### src/rtl/adc_fill_pkg.sv
// Shared types and defaults for the multi-channel ADC fill tracker.
package adc_fill_pkg;

    // Fill FSM: waiting for the first channel, or gathering the rest.
    typedef enum logic [0:0] {
        IDLE    = 1'b0,
        COLLECT = 1'b1
    } state_e;

    localparam int DEF_WIDTH       = 24;
    localparam int DEF_N_CH        = 5;
    localparam int DEF_TIMEOUT     = 1024;
    localparam int DEF_SYNC_STAGES = 2;

    // Bits needed for a skew timer that counts from 1 up to TIMEOUT inclusive.
    function automatic int timer_width(input int timeout);
        return $clog2(timeout + 32'sd1);
    endfunction

endpackage

### src/rtl/adc_sync_bit.sv
// Multi-flop synchroniser for a single slow-control level signal.
module adc_sync_bit #(
    parameter int STAGES = 2
) (
    input  logic clk,
    input  logic rst_n,
    input  logic d,
    output logic q
);

    logic [STAGES-1:0] chain_q;
    logic [STAGES-1:0] chain_d;

    // Shift the asynchronous input one stage further along the chain.
    always_comb begin
        chain_d = {chain_q[STAGES-2:0], d};
    end

    // Chain flops clear to 0 so a reset never looks like an init request.
    always_ff @(posedge clk or negedge rst_n) begin
        if (!rst_n) begin
            chain_q <= '0;
        end else begin
            chain_q <= chain_d;
        end
    end

    assign q = chain_q[STAGES-1];

endmodule

### src/rtl/adc_fill_tracker.sv
// Tracks the run fill number across several ADC channels. A fill closes when
// every enabled channel has reported done, or when the skew timer measured
// from the first done of the fill expires; closing emits a one-cycle strobe
// with the fill number and the mask of channels that never reported.
module adc_fill_tracker
    import adc_fill_pkg::*;
#(
    parameter int WIDTH       = DEF_WIDTH,
    parameter int N_CH        = DEF_N_CH,
    parameter int TIMEOUT     = DEF_TIMEOUT,
    parameter int SYNC_STAGES = DEF_SYNC_STAGES
) (
    input  logic             clk,
    input  logic             rst_n,
    input  logic             init,
    input  logic [WIDTH-1:0] initial_fill_num,
    input  logic [N_CH-1:0]  ch_enable,
    input  logic [N_CH-1:0]  ch_done,
    output logic [WIDTH-1:0] fill_num,
    output logic             fill_valid,
    output logic [WIDTH-1:0] fill_valid_num,
    output logic [N_CH-1:0]  fill_missing,
    output logic [N_CH-1:0]  err_overrun,
    output logic             err_timeout,
    output logic             wrap
);

    localparam int              TW          = timer_width(TIMEOUT);
    localparam logic [TW-1:0]   TIMER_LIMIT = TW'(TIMEOUT);
    localparam logic [TW-1:0]   TIMER_ONE   = TW'(32'd1);
    localparam logic [WIDTH-1:0] FILL_ONE   = WIDTH'(32'd1);

    // Synchronised init level
    logic init_sync_s;

    // State and datapath registers
    state_e           state_q,          state_d;
    logic [WIDTH-1:0] fill_num_q,       fill_num_d;
    logic [N_CH-1:0]  en_mask_q,        en_mask_d;
    logic [N_CH-1:0]  pending_q,        pending_d;
    logic [TW-1:0]    timer_q,          timer_d;
    logic             fill_valid_q,     fill_valid_d;
    logic [WIDTH-1:0] fill_valid_num_q, fill_valid_num_d;
    logic [N_CH-1:0]  fill_missing_q,   fill_missing_d;
    logic [N_CH-1:0]  err_overrun_q,    err_overrun_d;
    logic             err_timeout_q,    err_timeout_d;
    logic             wrap_q,           wrap_d;

    // Per-cycle helpers
    logic [N_CH-1:0]  new_s;            // enabled channels reporting this cycle
    logic [N_CH-1:0]  seen_s;           // channels reported so far including this cycle
    logic [N_CH-1:0]  dup_s;            // channels reporting a second time in this fill
    logic             close_s;          // fill closes at this edge
    logic [N_CH-1:0]  close_missing_s;  // missing mask reported with the close

    adc_sync_bit #(
        .STAGES (SYNC_STAGES)
    ) u_init_sync (
        .clk   (clk),
        .rst_n (rst_n),
        .d     (init),
        .q     (init_sync_s)
    );

    // Mask incoming done pulses to the participating channels and merge with pending.
    always_comb begin
        new_s  = ch_done & en_mask_q;
        seen_s = pending_q | new_s;
        dup_s  = pending_q & new_s;
    end

    // Fill FSM next-state, datapath next values and completion outputs.
    always_comb begin
        state_d          = state_q;
        fill_num_d       = fill_num_q;
        en_mask_d        = en_mask_q;
        pending_d        = pending_q;
        timer_d          = timer_q;
        fill_valid_d     = 1'b0;
        fill_valid_num_d = fill_valid_num_q;
        fill_missing_d   = fill_missing_q;
        err_overrun_d    = err_overrun_q;
        err_timeout_d    = err_timeout_q;
        wrap_d           = 1'b0;
        close_s          = 1'b0;
        close_missing_s  = '0;

        if (init_sync_s) begin
            // Reload wins over everything; any partial fill is dropped silently.
            fill_num_d    = initial_fill_num;
            en_mask_d     = ch_enable;
            pending_d     = '0;
            timer_d       = '0;
            err_overrun_d = '0;
            err_timeout_d = 1'b0;
            state_d       = IDLE;
        end else begin
            case (state_q)
                IDLE: begin
                    if (new_s != '0) begin
                        if (new_s == en_mask_q) begin
                            // All enabled channels arrived together: no dwell in COLLECT.
                            close_s = 1'b1;
                        end else begin
                            pending_d = new_s;
                            timer_d   = TIMER_ONE;
                            state_d   = COLLECT;
                        end
                    end else begin
                        state_d = IDLE;
                    end
                end

                COLLECT: begin
                    // A repeat report is flagged and otherwise dropped.
                    err_overrun_d = err_overrun_q | dup_s;
                    if (seen_s == en_mask_q) begin
                        close_s = 1'b1;
                    end else if (timer_q == TIMER_LIMIT) begin
                        close_s         = 1'b1;
                        close_missing_s = en_mask_q & ~seen_s;
                        err_timeout_d   = 1'b1;
                    end else begin
                        pending_d = seen_s;
                        timer_d   = timer_q + TIMER_ONE;
                    end
                end

                default: begin
                    state_d   = IDLE;
                    pending_d = '0;
                    timer_d   = '0;
                end
            endcase

            if (close_s) begin
                fill_valid_d     = 1'b1;
                fill_valid_num_d = fill_num_q;
                fill_missing_d   = close_missing_s;
                fill_num_d       = fill_num_q + FILL_ONE;
                wrap_d           = &fill_num_q;
                pending_d        = '0;
                timer_d          = '0;
                state_d          = IDLE;
            end else begin
                fill_valid_num_d = fill_valid_num_q;
            end
        end
    end

    // FSM state register.
    always_ff @(posedge clk or negedge rst_n) begin
        if (!rst_n) begin
            state_q <= IDLE;
        end else begin
            state_q <= state_d;
        end
    end

    // Datapath and output registers.
    always_ff @(posedge clk or negedge rst_n) begin
        if (!rst_n) begin
            fill_num_q       <= '0;
            en_mask_q        <= '0;
            pending_q        <= '0;
            timer_q          <= '0;
            fill_valid_q     <= 1'b0;
            fill_valid_num_q <= '0;
            fill_missing_q   <= '0;
            err_overrun_q    <= '0;
            err_timeout_q    <= 1'b0;
            wrap_q           <= 1'b0;
        end else begin
            fill_num_q       <= fill_num_d;
            en_mask_q        <= en_mask_d;
            pending_q        <= pending_d;
            timer_q          <= timer_d;
            fill_valid_q     <= fill_valid_d;
            fill_valid_num_q <= fill_valid_num_d;
            fill_missing_q   <= fill_missing_d;
            err_overrun_q    <= err_overrun_d;
            err_timeout_q    <= err_timeout_d;
            wrap_q           <= wrap_d;
        end
    end

    assign fill_num       = fill_num_q;
    assign fill_valid     = fill_valid_q;
    assign fill_valid_num = fill_valid_num_q;
    assign fill_missing   = fill_missing_q;
    assign err_overrun    = err_overrun_q;
    assign err_timeout    = err_timeout_q;
    assign wrap           = wrap_q;

endmodule

### config.mk
export PLATFORM = sky130hd
export DESIGN_NAME = adc_fill_tracker
export DESIGN_NICKNAME = d
export VERILOG_FILES = /design/src/rtl/adc_fill_pkg.sv /design/src/rtl/adc_sync_bit.sv /design/src/rtl/adc_fill_tracker.sv
export SDC_FILE = /design/constraint.sdc
export NUM_CORES = 1
export LEC_CHECK = 0
export CAP_MARGIN = 5
export CORE_MARGIN = 8
export CORE_UTILIZATION = 32
export DETAILED_ROUTE_END_ITERATION = 8
export SLEW_MARGIN = 20
export SYNTH_ARGS = -nofsm -noshare
export SYNTH_HDL_FRONTEND = slang
export SYNTH_SLANG_ARGS = --single-unit
### constraint.sdc
create_clock -name clk -period 2.94 [get_ports clk]
set_input_delay 0.588 -clock clk [delete_from_list [all_inputs] [get_ports clk]]
set_output_delay 0.588 -clock clk [all_outputs]
set_load 0.02 [all_outputs]
# Word level (Yosys, flattened, before mapping)
# Cells that the tools add are included.
# op_classes
add_sub_neg	2
eq_ne	8
muxes	40
bitwise_logic	8
reduce_logical	8
# op_table
cell	n
$mux W11	6
$mux W5	11
$mux W24	2
$add A24 B1 Y24 const B	1
$reduce_and A24 Y1	1
$pmux W11 S2	1
$mux W1	18
$and A5 B5 Y5	3
$add A11 B1 Y11 const B	1
$eq A11 B11 Y1 const B	1
$eq A5 B5 Y1	2
$or A5 B5 Y5	2
$pmux W5 S2	1
$ne A4 B2 Y1 const B	2
$ne A4 B3 Y1 const B	2
$reduce_bool A2 Y1	3
$not A5 Y5	1
$reduce_bool A5 Y1	1
$reduce_and A4 Y1	1
$reduce_and A3 Y1	1
$ne A2 B1 Y1 const B	1
$not A1 Y1	2
$pmux W1 S2	1
$reduce_and A2 Y1	1
# totals
ff_bits	85
in_bits	37
output_inout_bits	61
word_cells	78

# Depth between registers and ports, before layout
# Gate-level depths: netlist (run 1).
# depth
ltp_word	8
depth_mapped	10
depth_no_buf	8

# Modules after synthesis
# A second synthesis (run 1) with hierarchy kept.
# unflattened
hier_cells	416
hier_area_um2	4369.2
# by_module_without_submodules
module	instances	cells_each	area_per_inst_um2	seq_area_each_um2
adc_fill_tracker	1	414	4319.1	2077.0
adc_sync_bit	1	2	50.0	50.0

# Worst setup path before layout (run 1)
# OpenSTA, ideal clock, no wires.
# synth_timing
path_type	input-to-reg
from	in ch_done[0]
to	reg fill_num_q[11] (netlist: fill_num[11])
setup_time_ps	125
arrival_time_ps	2101
t_required_ps	2815
path_slack_ps	714
cell_stages	9
n_path_buf	1
path_cell_list	a21oi_1 ha_1 nand3_1 nor2_1 o21ai_2 buf_2 a211oi_1 xnor2_1 mux2_2
# synth_between
elab_chain_cells	7
elab_cells_between_ends	11
classes_between	eq/ne: 2; mux: 5; bitwise: 2; reduce/logical: 2
# synth_rtl
element	line_no	source
from (decl)	adc_fill_tracker.sv:18	input logic [N_CH-1:0] ch_done,
$and A5 B5 Y5 *	adc_fill_tracker.sv:67	new_s = ch_done & en_mask_q;
$or A5 B5 Y5 / $eq A5 B5 Y1 (equally long branches)	adc_fill_tracker.sv:68, adc_fill_tracker.sv:101	
$eq A5 B5 Y1 / $mux W1 (equally long branches)	adc_fill_tracker.sv:117, adc_fill_tracker.sv:101	
$mux W1, on equally long branches	adc_fill_tracker.sv:117, adc_fill_tracker.sv:100	
$pmux W1 S2 *	adc_fill_tracker.sv:98	case (state_q)
$mux W1 *	adc_fill_tracker.sv:88	if (init_sync_s) begin
$reduce_bool A2 Y1 (no source line) *	--	
to (signal assigned)	adc_fill_tracker.sv:174	fill_num_q <= fill_num_d;
to (decl)	adc_fill_tracker.sv:38	logic [WIDTH-1:0] fill_num_q, fill_num_d;
# Every way passes the cells marked *; elsewhere a longest branch is shown, timed or not. The select of a mux whose other input is x is not followed.
# A chain may end at the register's enable or synchronous reset.

# Final worst setup path (run 1)
# layout_timing
from	in ch_done[2]
to	reg fill_num_q[18] (netlist: fill_num[18])
# The elaborated chain is that of the path after synthesis.

==> out/metrics.csv, run 1 <==
stage,metric,value,unit
status,status,completed,
timing,setup ws final,281,ps
setup_path,kind of critical path,input pin to flop,
power_and_ir_drop,VDD IR max,298,uV
cells_and_area,"commonest cells after routing, fill and taps aside","96 x clkdlybuf4s50_1, 84 x dfrtp_1, 47 x nand2_1",
power_and_ir_drop,sw power,1.19,mW
setup_path,Worst EP arrival,2900,ps
power_and_ir_drop,Pwr Density,688,nW/um^2
timing,FMAX,0.376,GHz
setup_path,CP max-delay cell,clkdlybuf4s50_1,
timing,final setup fails,0,
route,antenna-violating nets left,0,
worst_hold_path,HP Class,input pin to asynchronous set/reset pin,
route,routed len/inst,16.4,microns
die,Chip Width,130,microns
timing,skew final,11.8,ps
logic_synthesis,Synth Cell Area,4150,sq um
clocking,TritonCTS clock tree,done,
clocking,Post-CTS Resized,0,
route,DR pass1 iterations,4,
cells_and_area,fin nets,534,
global_routing,Global Route Usage Sum,13.7,%
logic_synthesis,Post-synth EDFFs,0,
setup_path,FF-to-FF path depth,9,
global_routing,global-route congestion overflow total,0,
die,Die Area,16900,sq um
power_and_ir_drop,Lkg Pwr,2.32,nW
logic_synthesis,Synth Warn #,0,
timing,Min Hold Slack,291,ps
place,Place WS,-69.0,ps
timing,unrepaired setup endpoints after global routing,no,
setup_path,CP max stage delay,560,ps
route,final WL,10900,microns
cells_and_area,area delta synth->final,38.8,%
logic_synthesis,Synth cell types,49,
place,gpl congestion,0.802,
timing,relative slew slack,53.4,%
clocking,CTS Hold Bufs,0,
global_routing,initial antenna violation count,0,
global_routing,first-pass GRT wire length,17900,microns
cells_and_area,# fillers,1228,
power_and_ir_drop,Clock Power Share,31.7,%
route,Vias/cell,4.89,
timing,Max Slew Vio Count,0,
power_and_ir_drop,Int Pwr,2.77,mW
clocking,CTS H-tree lvls,3,
power_and_ir_drop,Seq pwr share,39.2,%
global_routing,largest net degree at the start of global routing,53,
timing,slew at the pin with the worst max-slew slack,700,ps
die,Core ar.,12600,sq um
logic_synthesis,Syn Nets,428,
logic_synthesis,ys async rst share,100,%
logic_synthesis,synthesis-stage register bit count,85,
setup_path,Worst Path Required,3180,ps
cells_and_area,utilization after layout,45.6,%
clocking,Setup Buffers After CTS,0,
clocking,"Clk Latency, worst-skew pair",350,ps
job,number of max-cap violations,0,
setup_path,Critical Path Sink Type,flop,
timing,Final Hold Vio Count,0,
global_routing,vias in the first global route,3394,
logic_synthesis,post-synthesis sequential area ratio,51.3,%
setup_path,worst path cell trace,"clkdlybuf4s50_1, a21oi_1, ha_1, nand2_1, nor2_1, o21ai_2, buf_12, a2111oi_0, xor2_1, mux2_2",
die,Initial Util,32.8,%
clocking,clock-pin slew on the worst setup and hold paths,60,ps
cells_and_area,Antenna Cells,0,
power_and_ir_drop,Combinational Power Share,29.1,%
cells_and_area,"commonest non-fill, non-tap cell in the layout",clkdlybuf4s50_1,
clocking,CTS Buffer Depth,2,
cells_and_area,layout cells sized above 1,15.8,%
die,DIE HEIGHT,130,microns
timing,Final period util,90.4,%
clocking,total CTS buffers,9,
die,number of cell rows,41,
place,buffers added on ports,97,
place,HPWL after DPL,8000,microns
setup_path,Setup crit start kind,input pin,
route,Initial DRC Count,224,
clocking,clock sink count,85,
timing,Setup TNS Final,0,ps
setup_path,critical-path maximum fanout,10,
timing,minimum clock period,2660,ps
route,DRC Markers,0,
die,# IOs,98,
route,via count,3260,
logic_synthesis,Mapped Avg Cell Area,10.8,sq um
clocking,Root Driver,clkbuf_16,
logic_synthesis,top_reg_cell synth,dfrtp_1,
power_and_ir_drop,switch share,30.0,%
logic_synthesis,Gate Count Post-Synth,383,
## power groups by stage
stage	Clock, mW	Combinational (mW)	Sequential [mW]
6_report	1.25	1.15	1.55
5_1_grt	1.34	1.24	1.59
4_1_cts	1.29	1.18	1.56
3_5_place_dp	0	1.17	1.58
3_3_place_gp	0	1.16	1.57
2_1_floorplan	0	0.338	1.79
## critical path: cells and delay by family
family / cells / cell delay, ps
buf+inv: 2 / 720
compound gates: 3 / 710
fa+ha+maj: 1 / 280
mux: 1 / 280
simple gates: 2 / 190
xor+xnor: 1 / 120
## cell usage after synthesis (4+ instances only)
cell type	count	area share, %
ha_1	8	2.4
a211oi_1	6	1.1
a21oi_1	10	1.2
nand4_1	4	0.60
a41oi_1	6	1.3
xnor2_1	18	3.8
a2111oi_0	5	1.1
clkbuf_1	14	1.3
nand3_1	15	1.8
and3_1	5	0.75
nor2b_1	6	0.91
o21ai_1	5	0.60
mux2_2	31	8.4
nor2_1	15	1.4
inv_1	13	1.2
o31ai_1	4	0.72
nand2_1	47	4.3
o21ai_0	35	4.2
xor2_1	5	1.1
dfrtp_1	85	51
## cell families (layout without fill, tap and decap cells)
kind of cell	Yosys count	in the layout	synth area share, %
buf+inv	33	144	3.35
xor+xnor	23	23	4.86
compound gates	91	91	16.3
flops	85	85	51.3
fa+ha+maj	8	8	2.41
simple gates	111	111	13.1
mux	32	32	8.66
## area by class of cell
cell class	count	area, sq um	area share (%)
inverter	13	48.8	0.848
sequential	85	2130	37.0
tap	172	215	3.74
multi-input combinational	265	1880	32.7
clock buffer	12	256	4.46
clock inverter	4	70.1	1.22
timing repair buffer	115	1150	20.1
## flip-flops by register name, summed over array words and instances (netlist names)
register / flops
fill_num: 24
fill_valid_num: 24
timer_q: 11
en_mask_q: 5
err_overrun: 5
fill_missing: 5
pending_q: 5
u_init_sync.chain_q: 2
err_timeout: 1
fill_valid: 1
state_q: 1
wrap: 1
## through the flow
| stage | total power, mW | instance area (sq um) | cells |
|---|---|---|---|
| final | 3.96 | 5750 | 666 |
| after global routing | 4.17 | 5750 | 666 |
| after CTS | 4.02 | 5750 | 666 |
| after detailed placement | 2.75 | 5430 | 650 |
| after global placement | 2.72 | 5430 | 650 |
| after floorplan | 2.13 | 4150 | 383 |
## path summary, 6_finish.rpt
path	start	end	slack [ps]
min	rst_n	fill_missing[0]	290
max reg2reg	en_mask_q[2]	fill_num[18]	560
max in group asynchronous	rst_n	fill_num[13]	2030
min reg2reg	u_init_sync.chain_q[0]	u_init_sync.chain_q[1]	350
min in group clk	u_init_sync.chain_q[0]	u_init_sync.chain_q[1]	350
max	ch_done[2]	fill_num[18]	280
## routing by layer
metal  up-vias  GRT usage, %  part of all wire (%)
met5         -             0                     0
met4         0          6.76                   2.3
met3        15          3.84                   5.2
met2        67          20.9                    47
met1      1585          17.5                    46
li1       1593             -                     -
Note: power is estimated with default switching activity, not from simulation.
==> inputs of run 2 (changes only) <==
--- a/config.mk
+++ b/config.mk
@@ -5,6 +5,7 @@
 export SDC_FILE = /design/constraint.sdc
 export NUM_CORES = 1
 export LEC_CHECK = 0
+export ABC_AREA = 1
 export CAP_MARGIN = 5
 export CORE_MARGIN = 8
 export CORE_UTILIZATION = 32
==> constraint.sdc (replaced) <==
create_clock -name clk -period 2.95 [get_ports clk]
set_input_delay 0.59 -clock clk [delete_from_list [all_inputs] [get_ports clk]]
set_output_delay 0.59 -clock clk [all_outputs]
set_load 0.02 [all_outputs]
==> out/metrics.csv, run 2 <==
stage,metric,value,unit,change
clocking,clock sink count,85,,unchanged
cells_and_area,"commonest non-fill, non-tap cell in the layout",nand2_1,,
power_and_ir_drop,switch share,34.9,%,+4.9 points
cells_and_area,area delta synth->final,31.1,%,
clocking,clock-pin slew on the worst setup and hold paths,60,ps,about the same
route,via count,4537,,+39%
clocking,CTS Hold Bufs,0,,unchanged
power_and_ir_drop,Int Pwr,2.87,mW,+3.5%
cells_and_area,layout cells sized above 1,7.41,%,-8.4 points
clocking,CTS Buffer Depth,2,,unchanged
route,routed len/inst,15.4,microns,-5.8%
place,buffers added on ports,97,,unchanged
power_and_ir_drop,Clock Power Share,29.5,%,-2.2 points
setup_path,Critical Path Sink Type,flop,,
cells_and_area,fin nets,782,,+46%
die,# IOs,98,,unchanged
setup_path,CP max stage delay,490,ps,-70 ps
global_routing,global-route congestion overflow total,0,,unchanged
logic_synthesis,synthesis-stage register bit count,85,,unchanged
setup_path,Setup crit start kind,input pin,,
logic_synthesis,top post-synthesis cells by area,"dfrtp_1 45%, nand2_1 19%, nand3_1 6.2%",,
global_routing,vias in the first global route,4521,,+33%
clocking,Setup Buffers After CTS,0,,unchanged
power_and_ir_drop,VDD IR max,257,uV,-14%
timing,Final period util,83.7,%,
place,HPWL after DPL,10500,microns,+32%
clocking,CTS H-tree lvls,3,,unchanged
setup_path,Worst EP arrival,2700,ps,-200 ps
logic_synthesis,post-synth top area cell,dfrtp_1,,
power_and_ir_drop,Lkg Pwr,2.88,nW,+24%
cells_and_area,# fillers,1506,,+23%
timing,unrepaired setup endpoints after global routing,no,,
setup_path,CP max-delay cell,clkdlybuf4s50_1,,
die,Die Area,19000,sq um,+13%
global_routing,largest net degree at the start of global routing,86,,+62%
logic_synthesis,ys async rst share,100,%,unchanged
die,Initial Util,32.8,%,-0.074 points
timing,minimum clock period,2470,ps,
logic_synthesis,Synth Warn #,0,,unchanged
logic_synthesis,Mapped Avg Cell Area,7.38,sq um,-32%
setup_path,critical-path maximum fanout,16,,+6
route,DRC Markers,0,,unchanged
logic_synthesis,Synth Cell Area,4760,sq um,+15%
clocking,"Clk Latency, worst-skew pair",340,ps,about the same
worst_hold_path,HP Class,input pin to asynchronous set/reset pin,,
clocking,total CTS buffers,9,,unchanged
logic_synthesis,most common cell in the synthesized netlist,nand2_1,,
logic_synthesis,post-synthesis sequential area ratio,44.7,%,-6.7 points
die,Core ar.,14500,sq um,+15%
die,DIE HEIGHT,138,microns,+6.3%
place,gpl congestion,0.892,,+11%
route,Vias/cell,4.90,,about the same
job,number of max-cap violations,0,,unchanged
status,status,completed,,
setup_path,Worst Path Required,3180,ps,about the same
route,final WL,14300,microns,+31%
timing,setup ws final,482,ps,+201 ps
global_routing,initial antenna violation count,0,,unchanged
logic_synthesis,Post-synth EDFFs,0,,unchanged
timing,Final Hold Vio Count,0,,unchanged
timing,FMAX,0.405,GHz,
logic_synthesis,Synth cell types,30,,-39%
power_and_ir_drop,Combinational Power Share,32.8,%,+3.7 points
die,Chip Width,138,microns,+6.3%
logic_synthesis,Synth top cells by count,"236 x nand2_1, 85 x dfrtp_1, 72 x nor2_1",,
power_and_ir_drop,sw power,1.53,mW,+29%
timing,skew final,6.16,ps,-5.66 ps
timing,Setup TNS Final,0,ps,unchanged
clocking,TritonCTS clock tree,done,,
power_and_ir_drop,Pwr Density,705,nW/um^2,+2.4%
timing,relative slew slack,60.8,%,+7.5 points
logic_synthesis,top_reg_cell synth,dfrtp_1,,
global_routing,Global Route Usage Sum,14.7,%,+1.0 points
route,DR pass1 iterations,5,,+1
route,antenna-violating nets left,0,,unchanged
power_and_ir_drop,Seq pwr share,37.7,%,-1.5 points
timing,slew at the pin with the worst max-slew slack,588,ps,-112 ps
die,number of cell rows,44,,+7.3%
cells_and_area,utilization after layout,43.0,%,-2.6 points
cells_and_area,"commonest cells after routing, fill and taps aside","236 x nand2_1, 96 x clkdlybuf4s50_1, 85 x dfrtp_1",,
setup_path,kind of critical path,input pin to flop,,
clocking,Root Driver,clkbuf_16,,
logic_synthesis,Gate Count Post-Synth,645,,+68%
cells_and_area,Antenna Cells,0,,unchanged
logic_synthesis,Syn Nets,690,,+61%
global_routing,first-pass GRT wire length,23200,microns,+30%
clocking,Post-CTS Resized,0,,unchanged
route,Initial DRC Count,290,,+29%
timing,Max Slew Vio Count,0,,unchanged
setup_path,worst path cell trace,"clkdlybuf4s50_1, nand2_1, inv_1, nor2_1, ha_1, nand2_1, nor3_1, nor2_2, nand2_4, nand2_4, clkinv_1, nand2_1, nand2_1",,
timing,final setup fails,0,,unchanged
place,Place WS,132,ps,+201 ps
setup_path,Most common cell on crit path,nand2_1,,
logic_synthesis,share of the synthesized area in the top cell type,44.7,%,-6.7 points
[run 2: cell types whose count changed after synthesis, sizes merged, moves of 9 or more]
cell and change:
nand2 +191, buf +11, nand4 +14, nor2 +60, o21ai +13, xnor2 -17, a2111oi -10, inv +40
mux2 -31, nand3 +43, a21oi -9, a211oi -9
[run 2: final timing paths]
check                                          to  cells after the start                    from  slack [ps]
setup reg to reg                fill_valid_num[9]                      8                 state_q         740
max in group asynchronous             fill_num[3]                      2                   rst_n        2290
min in group clk           u_init_sync.chain_q[1]                      0  u_init_sync.chain_q[0]         350
hold reg to reg            u_init_sync.chain_q[1]                      0  u_init_sync.chain_q[0]         350
hold / removal             u_init_sync.chain_q[1]                      2                   rst_n         260
setup / recovery               fill_valid_num[14]                     13              ch_done[0]         480
[run 2: critical path: cells and delay by family]
family	cells	cell delay, ps
AND/OR/NAND/NOR	9	1000
buffers and inverters	3	850
adder cells (fa/ha/maj)	1	270
[run 2: power by group through the flow]
stage	logic, mW	registers (mW)	clock network, mW
after floorplan	0.540	1.87	0
after detailed placement	1.46	1.68	0
final	1.44	1.66	1.30
after global placement	1.44	1.67	0
after global routing	1.57	1.70	1.37
after CTS	1.47	1.66	1.33
[run 2: final cells by class]
cell class / instances / area, sq um / share of cell area [%]
multi-input cells: 480 / 2280 / 36.4
flip-flops and latches: 85 / 2130 / 34.1
repair buffers: 107 / 1070 / 17.1
well taps: 184 / 230 / 3.69
clock buffers: 10 / 229 / 3.67
inverters: 54 / 203 / 3.25
clock inverters: 6 / 111 / 1.78
[run 2: cell families after synthesis]
group                      after synthesis  share of synthesized area [%]
and+or+nand+nor                        395                           34.4
DFF                                     85                           44.7
buffers and inverters                   80                           7.56
AOI/OAI and AO/OA                       62                           8.48
xor gates and xnor gates                14                           2.57
adders and majority gates                8                           2.10
muxes                                    1                          0.210
[run 2: metrics by stage]
step	instance area, sq um	power [mW]	hold WS, ps	instances
floorplan	4760	2.41	294	645
global placement	5900	3.11	332	910
global route	6240	4.63	309	926
CTS	6240	4.45	296	926
detailed placement	5900	3.14	340	910
finish	6240	4.40	258	926
[run 2: layer usage]
metal | up-vias | global-route usage (%) | part of all wire [%]
met5 | - | 0 | 0
met4 | 0 | 4.41 | 1.2
met3 | 11 | 3.90 | 5.2
met2 | 117 | 24.6 | 49
met1 | 2170 | 18.0 | 45
li1 | 2239 | - | -
==> inputs of run 3 (changes only) <==
==> constraint.sdc (replaced) <==
create_clock -name clk -period 2.2 [get_ports clk]
set_input_delay 0.44 -clock clk [delete_from_list [all_inputs] [get_ports clk]]
set_output_delay 0.44 -clock clk [all_outputs]
set_load 0.02 [all_outputs]
==> out/metrics.csv, run 3 (synthesis results as in run 2) <==
stage,metric,value,unit,change
status,status,completed,,
global_routing,first-pass GRT wire length,23800,microns,+2.4%
power_and_ir_drop,Pwr Density,893,nW/um^2,+27%
timing,skew final,11.0,ps,+4.82 ps
timing,FMAX,0.483,GHz,
global_routing,Global Route Usage Sum,15.1,%,+0.39 points
route,DR top layer,met4,,
timing,Min Hold Slack,57.5,ps,-201 ps
die,Initial Util,32.8,%,unchanged
die,DIE HEIGHT,138,microns,unchanged
cells_and_area,# fillers,1458,,-3.2%
setup_path,Worst EP arrival,2340,ps,-360 ps
route,M1 wire length,6390,microns,+0.44%
place,Area after DPL,6110,sq um,+3.4%
route,antenna-violating nets left,0,,unchanged
route,final WL,14300,microns,about the same
route,Initial DRC Count,314,,+8.3%
global_routing,largest net degree at the start of global routing,54,,-37%
clocking,clock sink count,85,,unchanged
timing,final setup fails,0,,unchanged
clocking,Root Driver,clkbuf_16,,
setup_path,kind of critical path,input pin to flop,,
job,number of max-cap violations,0,,unchanged
setup_path,Worst Path Required,2470,ps,-710 ps
timing,slew at the pin with the worst max-slew slack,494,ps,-93.3 ps
timing,unrepaired setup endpoints after global routing,yes,,
timing,Final Hold Vio Count,0,,unchanged
power_and_ir_drop,Total Power,5.73,mW,+30%
route,DRC Markers,0,,unchanged
timing,Max Slew Vio Count,0,,unchanged
die,number of cell rows,44,,unchanged
die,Die Area,19000,sq um,unchanged
clocking,clock-pin slew on the worst setup and hold paths,60,ps,about the same
timing,relative slew slack,67.1,%,+6.2 points
power_and_ir_drop,VDD IR max,429,uV,+67%
clocking,TritonCTS clock tree,done,,
cells_and_area,Antenna Cells,0,,unchanged
route,Vias/cell,4.88,,-0.49%
setup_path,Critical Path Sink Type,flop,,
setup_path,critical-path maximum fanout,14,,-2
setup_path,Setup crit start kind,input pin,,
timing,Final period util,94.2,%,
cells_and_area,layout cells sized above 1,10.6,%,+3.2 points
place,HPWL after DPL,10800,microns,+2.9%
cells_and_area,area delta synth->final,34.6,%,
die,Chip Width,138,microns,unchanged
cells_and_area,"commonest cells after routing, fill and taps aside","235 x nand2_1, 96 x clkdlybuf4s50_1, 85 x dfrtp_1",,
clocking,total CTS buffers,9,,unchanged
route,DR pass1 iterations,5,,unchanged
place,gpl congestion,0.916,,+2.7%
route,met2 WL,6810,microns,-2.7%
clocking,"Clk Latency, worst-skew pair",340,ps,about the same
cells_and_area,"commonest non-fill, non-tap cell in the layout",nand2_1,,
cells_and_area,fin nets,804,,+2.8%
die,# IOs,98,,unchanged
route,via count,4622,,+1.9%
global_routing,initial antenna violation count,0,,unchanged
global_routing,global-route congestion overflow total,0,,unchanged
clocking,CTS H-tree lvls,3,,unchanged
place,buffers added on ports,97,,unchanged
route,routed len/inst,15.1,microns,-2.4%
global_routing,vias in the first global route,4624,,+2.3%
power_and_ir_drop,Lkg Pwr,2.98,nW,+3.4%
worst_hold_path,HP Class,input pin to asynchronous set/reset pin,,
clocking,Setup Buffers After CTS,0,,unchanged
setup_path,FF-to-FF path depth,12,,+4
cells_and_area,utilization after layout,44.1,%,+1.1 points
clocking,CTS Buffer Depth,2,,unchanged
route,metal3 WL,772,microns,+3.6%
timing,minimum clock period,2070,ps,
setup_path,reg2reg setup slack,250,ps,-490 ps
cells_and_area,"Design Area, Final",6410,sq um,+2.7%
die,Core ar.,14500,sq um,unchanged
-- run 3: changes by cell type in the layout (fill, tap and decap cells not counted), sizes merged --
cell    previous run  this run
bufinv             3         1
buf               11        33
clkbuf            10        12
-- run 3: path summary, 6_finish.rpt --
check,to,start
worst min register to register,u_init_sync.chain_q[1],u_init_sync.chain_q[0]
min in group clk,u_init_sync.chain_q[1],u_init_sync.chain_q[0]
worst min-delay path,fill_num[12],rst_n
max in group asynchronous,fill_num[14],rst_n
worst max-delay path,fill_missing[4],ch_done[0]
worst max register to register,fill_missing[4],en_mask_q[0]
-- run 3: critical path: stages --
cell	delay [ps]
clkdlybuf4s50_1	470
nand2_1	80
inv_1	100
nor2_2	40
ha_1	280
nand2_2	60
nor3_2	170
nor2_2	70
nand2_4	110
nand2_4	100
buf_12	190
buf_4	130
o21ai_2	90
-- run 3: routing by layer --
layer | up-vias | GRT usage (%)
li1 | 2280 | -
met1 | 2186 | 18.8
met2 | 133 | 24.5
met3 | 23 | 4.04
met4 | 0 | 5.21
met5 | - | 0
-- run 3: layout make-up --
| class | instances | area (sq um) | share of cell area, % |
|---|---|---|---|
| multi-input cells | 480 | 2290 | 35.7 |
| flip-flops and latches | 85 | 2130 | 33.2 |
| repair buffers | 129 | 1270 | 19.8 |
| clock buffers | 12 | 236 | 3.69 |
| well taps | 184 | 230 | 3.59 |
| inverters | 54 | 206 | 3.22 |
| clock inverters | 4 | 48.8 | 0.761 |
-- run 3: what timing repair did --
item,in CTS,in global routing
hold buffers,0,0
hold endpoints to repair,0,0
resized for setup,0,6
setup endpoints to repair,0,40
-- run 3: stage by stage --
stage          TNS, ps  worst slack, ps  cells
4_1_cts              0             14.4    948
3_5_place_dp    -15830             -342    932
5_1_grt          -22.0            -7.19    948
2_1_floorplan        0              416    645
3_3_place_gp    -14210             -285    932
6_report             0              128    948
-- run 3: power by group --
part / switching [mW] / internal (mW)
Sequential: 0.324 / 1.88
Combinational: 1.11 / 0.925
Clock: 0.610 / 0.879
Total: 2.04 / 3.68
